$ cat config.mk
export PLATFORM = sky130hd
export DESIGN_NAME = dither_sequencer
export DESIGN_NICKNAME = d
export VERILOG_FILES = /design/src/rtl/dither_sequencer.sv
export SDC_FILE = /design/constraint.sdc
export NUM_CORES = 1
export LEC_CHECK = 0
export ABC_AREA = 1
export CAP_MARGIN = 40
export CORE_UTILIZATION = 49
export DETAILED_ROUTE_END_ITERATION = 12
export GPL_TIMING_DRIVEN = 0
export MAX_ROUTING_LAYER = met4
export PLACE_DENSITY = 0.9
export SLEW_MARGIN = 10
export SYNTH_ARGS = -nofsm -noshare
export SYNTH_HDL_FRONTEND = slang
export SYNTH_SLANG_ARGS = --single-unit
export TNS_END_PERCENT = 5
$ cat constraint.sdc
create_clock -name clk -period 1.6 [get_ports clk]
set_input_delay 0.48 -clock clk [delete_from_list [all_inputs] [get_ports clk]]
set_output_delay 0.48 -clock clk [all_outputs]
set_load 0.005 [all_outputs]
$ cat src/rtl/dither_sequencer.sv
// Frame sequencer for a pixel dithering datapath: reads a source frame line by line,
// drives the datapath and writes the dithered result two cycles behind each read.
module dither_sequencer #(
  parameter int H_SIZE   = 607,
  parameter int V_SIZE   = 455,
  parameter int LINE_GAP = 1,
  parameter int ADDR_W   = 19
) (
  input  logic              clk,
  input  logic              reset,
  input  logic              start,
  input  logic              abort,
  output logic [ADDR_W-1:0] rd_addr,
  output logic              rd_en,
  input  logic [17:0]       rd_data,
  output logic [17:0]       raw_rgb,
  output logic              synch_pulse,
  output logic              dith_clear,
  input  logic [11:0]       out_rgb,
  output logic [ADDR_W-1:0] wr_addr,
  output logic              wr_en,
  output logic [11:0]       wr_data,
  output logic              busy,
  output logic              frame_done,
  output logic [9:0]        line_count
);

  localparam logic [2:0] ST_IDLE   = 3'd0;
  localparam logic [2:0] ST_CLEAR  = 3'd1;
  localparam logic [2:0] ST_SYNC   = 3'd2;
  localparam logic [2:0] ST_STREAM = 3'd3;
  localparam logic [2:0] ST_DRAIN  = 3'd4;
  localparam logic [2:0] ST_GAP    = 3'd5;
  localparam logic [2:0] ST_DONE   = 3'd6;

  // One shared phase counter times STREAM, DRAIN and GAP; size it for the longest.
  localparam int CNT_MAX = (H_SIZE > LINE_GAP) ? H_SIZE : LINE_GAP;
  localparam int CNT_W   = $clog2(CNT_MAX + 1);

  localparam logic [CNT_W-1:0] STREAM_LAST = CNT_W'(H_SIZE - 2);
  localparam logic [CNT_W-1:0] DRAIN_LAST  = CNT_W'(1);
  localparam logic [CNT_W-1:0] GAP_LAST    = CNT_W'(LINE_GAP - 1);
  localparam logic [9:0]       LAST_LINE   = 10'(V_SIZE - 1);

  logic [2:0]        r_state;
  logic [CNT_W-1:0]  r_cnt;
  logic [9:0]        r_line;
  logic [ADDR_W-1:0] r_addr;
  logic              r_clr_pend;
  logic              r_en_d1;
  logic              r_en_d2;
  logic [ADDR_W-1:0] r_addr_d1;
  logic [ADDR_W-1:0] r_addr_d2;

  logic w_rd_en;
  logic w_abort;

  assign w_rd_en = (r_state == ST_SYNC) || (r_state == ST_STREAM);
  assign w_abort = abort && (r_state != ST_IDLE);

  // The read address is a running counter: it steps once per read, so the start of
  // line n lands on n*H_SIZE without a multiplier.
  always_ff @(posedge clk or negedge reset) begin
    // NOTE: all state here uses non-blocking assignment so every register samples
    // the pre-edge values; blocking would let later statements see updated state.
    if (!reset) begin
      r_state    <= ST_IDLE;
      r_cnt      <= '0;
      r_line     <= '0;
      r_addr     <= '0;
      r_clr_pend <= 1'b1;
    end else if (w_abort) begin
      r_state    <= ST_IDLE;
      r_cnt      <= '0;
      r_clr_pend <= 1'b1;
    end else begin
      r_clr_pend <= 1'b0;
      case (r_state)
        ST_IDLE: begin
          if (start) begin
            r_state <= ST_CLEAR;
            r_line  <= '0;
            r_addr  <= '0;
          end
        end
        ST_CLEAR: begin
          r_state <= ST_SYNC;
          r_cnt   <= '0;
        end
        ST_SYNC: begin
          r_state <= ST_STREAM;
          r_addr  <= r_addr + ADDR_W'(1);
          r_cnt   <= '0;
        end
        ST_STREAM: begin
          r_addr <= r_addr + ADDR_W'(1);
          if (r_cnt == STREAM_LAST) begin
            r_state <= ST_DRAIN;
            r_cnt   <= '0;
          end else begin
            r_cnt <= r_cnt + CNT_W'(1);
          end
        end
        ST_DRAIN: begin
          if (r_cnt == DRAIN_LAST) begin
            r_state <= ST_GAP;
            r_cnt   <= '0;
          end else begin
            r_cnt <= r_cnt + CNT_W'(1);
          end
        end
        ST_GAP: begin
          if (r_cnt == GAP_LAST) begin
            r_cnt <= '0;
            if (r_line == LAST_LINE) begin
              r_state <= ST_DONE;
            end else begin
              r_state <= ST_SYNC;
              r_line  <= r_line + 10'd1;
            end
          end else begin
            r_cnt <= r_cnt + CNT_W'(1);
          end
        end
        ST_DONE: r_state <= ST_IDLE;
        default: r_state <= ST_IDLE;
      endcase
    end
  end

  // Two-stage write pipeline: one cycle for the memory read, one for the datapath.
  always_ff @(posedge clk or negedge reset) begin
    if (!reset) begin
      r_en_d1   <= 1'b0;
      r_en_d2   <= 1'b0;
      r_addr_d1 <= '0;
      r_addr_d2 <= '0;
    end else if (w_abort) begin
      r_en_d1   <= 1'b0;
      r_en_d2   <= 1'b0;
      r_addr_d1 <= '0;
      r_addr_d2 <= '0;
    end else begin
      r_en_d1   <= w_rd_en;
      r_en_d2   <= r_en_d1;
      r_addr_d1 <= r_addr;
      r_addr_d2 <= r_addr_d1;
    end
  end

  assign rd_en       = w_rd_en;
  assign rd_addr     = r_addr;
  assign raw_rgb     = rd_data;
  assign synch_pulse = (r_state == ST_SYNC);
  // The clear is held through reset and pulsed once after an abort.
  assign dith_clear  = (r_state == ST_CLEAR) || r_clr_pend;
  assign wr_en       = r_en_d2;
  assign wr_addr     = r_addr_d2;
  assign wr_data     = out_rgb;
  assign busy        = (r_state != ST_IDLE);
  assign frame_done  = (r_state == ST_DONE);
  assign line_count  = r_line;

endmodule
==> summary.txt, run 1 <==
Status
  • Status: finished, violations left
  • Violated checks: negative setup slack

Die
  • Die Y: 96.3 microns
  • Die W: between 90 and 100 microns
  • Rows: 34
  • I/O pin total: 118
  • Initial core utilization: 50.2%
  • Placeable Area: 0.00868 sq mm
  • Die Area: between 0.009 and 0.01 sq mm

Synth
  • Netlist Area Pre-Place: between 0.004 and 0.005 sq mm
  • Most frequent cell after synthesis: nand2_1
  • Number of synthesized flops with an enable pin: 0
  • Cells after Synth: 545
  • Post-synthesis sequential area ratio: 47.7%
  • Top_reg_cell synth: dfrtp_1
  • Count of cell types in the netlist: 33
  • Most instantiated cells after synthesis: nand2_1, nor2_1, dfrtp_1
  • Syn nets: 585
  • Area leader, netlist: dfrtp_1
  • Async S/R FF share, synth: 100%
  • Post-synth top area share: 47.1%
  • #FFs+latches synth: 83
  • Ys Warns: 0
  • Avg Inst Size Synth: between 7 and 8 sq um
  • Synth area leaders: dfrtp_1, nand2_1, nor2_1

Critical path
  • Worst setup EP type: register
  • Critical Path AT: 2.23 ns
  • Worst Path Required: 1.92 ns
  • Startpoint types: register
  • CP Max Fanout: 7
  • WS Path Type: register to register

CTS
  • # clock sinks: 83
  • CTS Buf Count: 9
  • CTS max path bufs: 2
  • Clock Pin Slew Worst Setup and Hold Paths: around 0.10 ns
  • Clk Latency, worst-skew pair: approximately 0.37 ns
  • H-tree Lvls: 3
  • CTS tree: done
  • Root buf cell: clkbuf_8

Timing
  • Final WS setup: -0.314 ns
  • Minimum clock period: 1.91 ns
  • Max-slew violations: 0
  • Final Setup Violations: 48
  • Worst Max-Slew Pin Slew: approximately 0.51 ns
  • Max Fclk: between 0.5 and 0.6 GHz
  • Unrepaired setup endpoints after global routing: yes
  • Final worst path period share: 120%
  • Max Clock Skew: 0.0171 ns
  • Worst slew margin: 66.3%
  • Fin Setup TNS: -7.59 ns
  • Final hold viol count: 0

Drt
  • Routed Antenna Nets: 0
  • DR iter-0 viols: approximately 560
  • Routed Wire Length: 14,200 microns
  • Via density: 5.79
  • DRC violations left: 0
  • DRT Pass-1 Iters: 6
  • DR vias: 4,710
  • DR WL/cell: 17.5 microns

Placement
  • Gpl congestion: 0.904
  • Hpwl dp: approximately 8000 microns
  • DP Worst Slack: -0.516 ns
  • Placed cells: around 740
  • Port bufs: 87

Global routing
  • First-pass GRT wire length: 20,200 microns
  • Pin count of the biggest net entering global routing: 65
  • Initial antenna violation count: 0
  • GRT overflow: 0
  • Vias in the first global route: 4,238
  • Global-route usage over all layers: roughly 30%

Pwr
  • P_leak: ~3.2 nW
  • PwrDens: 1220 mW/mm^2
  • Peak supply drop: 611 uV

Min path
  • Type of the worst min-delay path: register to register

Run
  • Maxcap violations: 0

Final layout
  • Diode count: 0
  • Post-Layout Cell Count: between 800 and 900
  • Layout Utilization: a little under three quarters
  • Area growth syn-to-layout: 42.4%
  • # nets final: between 700 and 800
  • Ratio of cells with drive above 1 in the final layout: between 20% and 30%
## where the power goes
group          switching, mW  internal, mW  total (mW)
registers             0.0892          2.23        2.32
clock network          0.877         0.749        1.63
logic                   2.14          1.49        3.62
## worst max-delay path, cell delays in order (launching register included)
cell     delay, ns
dfrtp_2       0.46
buf_6         0.14
nor2_4        0.14
nand2_4       0.09
buf_6         0.14
nand2_4       0.09
nand2_4       0.09
inv_8         0.08
o21ai_4       0.08
nor2_8        0.23
buf_6         0.16
nand3_1       0.09
nand2_1       0.08
## state kept, by name, indices dropped and copies added, names as in the netlist
signal	cells
r_state	3
r_clr_pend	1
wr_en	1
wr_addr	19
line_count	10
r_cnt	10
r_en_d1	1
r_addr_d1	19
rd_addr	19
## kinds of logic after synthesis
| kind of cell | synth area share, % |
|---|---|
| AND/OR/NAND/NOR | 28.8 |
| buffers and inverters | 13.6 |
| flip-flops | 47.7 |
| AO/OA/AOI/OAI | 4.88 |
| XOR/XNOR | 3.22 |
| adder cells (fa/ha/maj) | 1.72 |
## through the flow
| stage | area [sq um] | power, mW | hold WS, ns |
|---|---|---|---|
| final | 6200 | 7.57 | 0.468 |
| after global routing | 6200 | 7.83 | 0.484 |
| after CTS | 5950 | 6.56 | 0.474 |
| after detailed placement | 5390 | 4.53 | 0.390 |
| after global placement | 5360 | 4.44 | 0.455 |
| after floorplan | 4360 | 3.76 | 0.184 |
## final timing paths
path	start	to	slack (ns)	cells past startpoint
worst max register to register	r_state[1]$_DFFE_PN0P_	line_count[9]$_DFFE_PN0P_	-0.31	12
worst min-delay path	r_addr_d1[11]$_DFF_PN0_	wr_addr[11]$_DFF_PN0_	0.47	2
worst min register to register	r_addr_d1[11]$_DFF_PN0_	wr_addr[11]$_DFF_PN0_	0.47	2
min in group asynchronous	reset	rd_addr[14]$_DFFE_PN0P_	0.54	2
worst max-delay path	r_state[1]$_DFFE_PN0P_	line_count[9]$_DFFE_PN0P_	-0.31	12
max in group asynchronous	reset	r_clr_pend$_DFF_PN1_	0.38	3
## layout make-up
class,instances,area (sq um)
fillers,604,2470
repair buffers,142,1280
clock inverters,7,83.8
flip-flops and latches,83,2100
well taps,108,135
inverters,81,325
multi-input cells,345,1860
plain buffers,38,294
clock buffers,9,124
## cell usage in the layout (no fill, tap or decap), drive strengths merged
master | Yosys | routed
nand4 | 24 | 24
clkinvlp | 0 | 2
nor2 | 99 | 99
dfrtp | 82 | 82
clkinv | 2 | 2
bufinv | 0 | 1
o211ai | 1 | 1
dlygate4sd2 | 0 | 49
dlygate4sd3 | 0 | 1
nand3 | 33 | 33
xor2 | 13 | 13
clkbuf | 3 | 12
buf | 35 | 95
xnor2 | 3 | 3
nor4 | 1 | 1
inv | 79 | 83
o21ai | 24 | 24
dfstp | 1 | 1
a21oi | 11 | 11
o21bai | 2 | 2
nor3 | 6 | 6
clkdlybuf4s50 | 0 | 32
nand2 | 120 | 122
ha | 6 | 6
## layer usage
metal	part of all wire [%]	up-vias	routed length [microns]	GRT usage [%]
li1	-	1981	-	-
met1	35	2146	4970	36.1
met5	0	-	0	-
met4	7.5	0	1070	16.0
met2	47	436	6670	47.3
met3	11	147	1530	6.64
## repair_timing
action                                  CTS  global route
resized for setup                       109            33
setup buffers                            39            14
pin swaps                                10            11
gates cloned                              0             2
endpoints found under the setup margin   91            69
hold buffers                              1             0
hold endpoints to repair                 19             0
No activity file was read; power rests on OpenSTA's default activity.
==> run 2: changes to the inputs <==
==> constraint.sdc (replaced) <==
create_clock -name clk -period 1.6 [get_ports clk]
set_input_delay 0.24 -clock clk [delete_from_list [all_inputs] [get_ports clk]]
set_output_delay 0.24 -clock clk [all_outputs]
set_load 0.005 [all_outputs]
==> run 2 against run 1 <==
Effect of this change:
- the flow still finishes with violations (negative setup slack)
- global-route usage shrank 4.2 points
- register-to-register slack better by 0.21 ns
- critical path depth fell by 2
- largest power group unchanged
- sequential power about the same
- wire length decreased by 19%
- critical endpoint is now rd_addr[2]$_DFFE_PN0P_
- combinational power fell by 23%
==> summary.txt, run 2 (same netlist as run 1, synthesis figures left out) <==
Status
  • Status: finished, violations left (unchanged)
  • Violated checks: negative setup slack (unchanged)

Drt
  • DR vias: 4,136 (was 4,710)
  • DR iter-0 viols: 442 (was 562)
  • Via density: 5.34 (was 5.79)
  • Routed Antenna Nets: 0 (unchanged)
  • DRC violations left: 0 (unchanged)
  • DR WL/cell: 14.9 microns (was 17.5 microns)
  • DRT Pass-1 Iters: 5 (was 6)
  • Routed Wire Length: 11,600 microns (was 14,200 microns)

Timing
  • Final WS setup: -0.106 ns (was -0.314 ns)
  • Worst Max-Slew Pin Slew: 0.400 ns (was 0.506 ns)
  • Worst slew margin: 73.3% (was 66.3%)
  • Max-slew violations: 0 (unchanged)
  • Final Setup Violations: 32 (was 48)
  • Fin Setup TNS: -1.25 ns (was -7.59 ns)
  • Max Clock Skew: 0.0157 ns (was 0.0171 ns)
  • Max Fclk: 0.586 GHz (was 0.522 GHz)
  • Hold_ws: 0.309 ns (was 0.468 ns)
  • Unrepaired setup endpoints after global routing: yes (unchanged)
  • Final worst path period share: 107% (was 120%)
  • Final hold viol count: 0 (unchanged)
  • Minimum clock period: 1.71 ns (was 1.91 ns)

Placement
  • Port bufs: 87 (unchanged)
  • Gpl congestion: 0.904 (unchanged)
  • DP Worst Slack: -0.276 ns (was -0.516 ns)
  • Hpwl dp: 7880 microns (unchanged)
  • Placed inst area: 0.00539 sq mm (unchanged)

Global routing
  • Global-route usage over all layers: 25.9% (was 30.1%)
  • Pin count of the biggest net entering global routing: 65 (unchanged)
  • First-pass GRT wire length: 17,500 microns (was 20,200 microns)
  • GRT overflow: 0 (unchanged)
  • Vias in the first global route: 3,759 (was 4,238)
  • Initial antenna violation count: 0 (unchanged)

CTS
  • Clock Pin Slew Worst Setup and Hold Paths: 0.09 ns (was 0.10 ns)
  • CTS Buf Count: 9 (unchanged)
  • Clk Latency, worst-skew pair: 0.37 ns (about the same)
  • # clock sinks: 83 (unchanged)
  • Root buf cell: clkbuf_8 (unchanged)
  • H-tree Lvls: 3 (unchanged)
  • CTS tree: done (unchanged)
  • CTS max path bufs: 2 (unchanged)

Pwr
  • PwrDens: 1140 mW/mm^2 (was 1220 mW/mm^2)
  • Internal power: 4.09 mW (was 4.47 mW)
  • Switching share of power: 39.2% (was 41.0%)
  • Clk pwr share: 23.8% (was 21.5%)
  • Sequential share of power: 35.0% (was 30.7%)
  • Psw: 2.63 mW (was 3.10 mW)
  • Peak supply drop: 553 uV (was 611 uV)
  • P_leak: 2.93 nW (was 3.17 nW)
  • Combinational share of power: 41.2% (was 47.8%)

Final layout
  • Fin area: 0.00590 sq mm (was 0.00620 sq mm)
  • Ratio of cells with drive above 1 in the final layout: 19.6% (was 25.2%)
  • # nets final: 702 (was 740)
  • Area growth syn-to-layout: 35.4% (was 42.4%)
  • Most common cell after layout, fill and taps aside: nand2_1 (unchanged)
  • Highest-count cells in the layout ignoring fill and taps: nand2_1, nor2_1, inv_1 (was nand2_1, nor2_1, buf_4)
  • Diode count: 0 (unchanged)
  • Fillers: 660 (was 604)

Critical path
  • Max incr delay on CP: 0.39 ns (was 0.46 ns)
  • Startpoint types: register (unchanged)
  • WS Path Type: register to register (unchanged)
  • Worst-path cell chain: buf_6, nor2_4, nand2_4, nand2_4, nand2_4, clkinv_4, nand2_4, o21ai_0, nand2_1, nor2_1 (was buf_6, nor2_4, nand2_4, buf_6, nand2_4, nand2_4, inv_8, o21ai_4, nor2_8, buf_6, nand3_1, nand2_1)
  • Crit-path slowest cell: dfrtp_1 (was dfrtp_2)
  • CP Max Fanout: 9 (was 7)
  • Most used cell, CP: nand2_4
  • Worst setup EP type: register (unchanged)
  • Critical Path AT: 2.00 ns (was 2.23 ns)
  • Worst Path Required: 1.89 ns (was 1.92 ns)

Die
  • Die Y: 96.3 microns (unchanged)
  • Die Area: 0.00927 sq mm (unchanged)
  • Placeable Area: 0.00868 sq mm (unchanged)
  • Die W: 96.3 microns (unchanged)
  • I/O pin total: 118 (unchanged)
  • Initial core utilization: 50.2% (unchanged)
  • Rows: 34 (unchanged)

Run
  • Maxcap violations: 0 (unchanged)

Min path
  • Type of the worst min-delay path: input port to asynchronous set/reset pin (was register to register)
run 2: cell count changes in the layout (fill, tap and decap cells not counted), moves of 4 or more:
cell / previous run / this run
clkdlybuf4s50_1: 32 / 68
buf_4: 75 / 46
buf_6: 10 / 4
nand2_1: 105 / 109
dlygate4sd2_1: 49 / 2
dlymetal6s2s_1: 0 / 12
buf_2: 5 / 1
run 2: timing repair:
item,in CTS,in global routing
setup buffers,4,12
hold buffers,1,0
gates resized for setup,32,45
pin swaps,3,10
endpoints found under the hold margin,19,0
setup endpoints to repair,35,82
gates cloned,0,1
run 2: power by group through the flow:
| stage | logic (mW) | clock network [mW] | registers (mW) |
|---|---|---|---|
| after floorplan | 1.40 | 0 | 2.36 |
| after global placement | 2.08 | 0 | 2.37 |
| after detailed placement | 2.15 | 0 | 2.38 |
| after CTS | 2.26 | 1.61 | 2.34 |
| after global routing | 2.95 | 1.70 | 2.37 |
| final | 2.77 | 1.60 | 2.35 |
run 2: worst paths after layout:
check / cells past startpoint / slack (ns) / end / from
max: 10 / -0.11 / rd_addr[2]$_DFFE_PN0P_ / r_state[0]$_DFFE_PN0P_
min: 2 / 0.31 / rd_addr[14]$_DFFE_PN0P_ / reset
max reg2reg: 10 / -0.11 / rd_addr[2]$_DFFE_PN0P_ / r_state[0]$_DFFE_PN0P_
min reg2reg: 2 / 0.47 / wr_addr[11]$_DFF_PN0_ / r_addr_d1[11]$_DFF_PN0_
max in group asynchronous: 3 / 0.63 / r_clr_pend$_DFF_PN1_ / reset
min in group clk: 2 / 0.47 / wr_addr[11]$_DFF_PN0_ / r_addr_d1[11]$_DFF_PN0_
run 2: through the flow:
step                total power [mW]  instances  utilization [%]
finish                          6.72        775             67.9
detailed placement              4.53        741             62.1
CTS                             6.21        762             65.5
global placement                4.44        740             61.8
floorplan                       3.76        545                -
global route                    7.03        775             67.9
run 2: cell type report:
type,instances,area [sq um],share of cell area [%]
Inverter,81,323,5.47
Timing Repair Buffer,106,1070,18.1
Multi-Input combinational cell,343,1770,30.0
Clock inverter,7,83.8,1.42
Buffer,38,293,4.96
Sequential cell,83,2100,35.6
Clock buffer,9,124,2.10
Tap cell,108,135,2.29
run 2: critical path, delay by kind of cell (launching register included):
kind	cells	cell delay, ns
simple gates	7	0.78
compound gates	1	0.23
buf+inv	2	0.21
flops	1	0.39
run 2: routing by layer:
| metal | vias up | GRT usage, % | wire length [microns] |
|---|---|---|---|
| li1 | 1908 | - | - |
| met1 | 1964 | 32.3 | 4700 |
| met2 | 231 | 40.1 | 5760 |
| met3 | 33 | 3.87 | 779 |
| met4 | 0 | 14.6 | 316 |
| met5 | - | - | 0 |
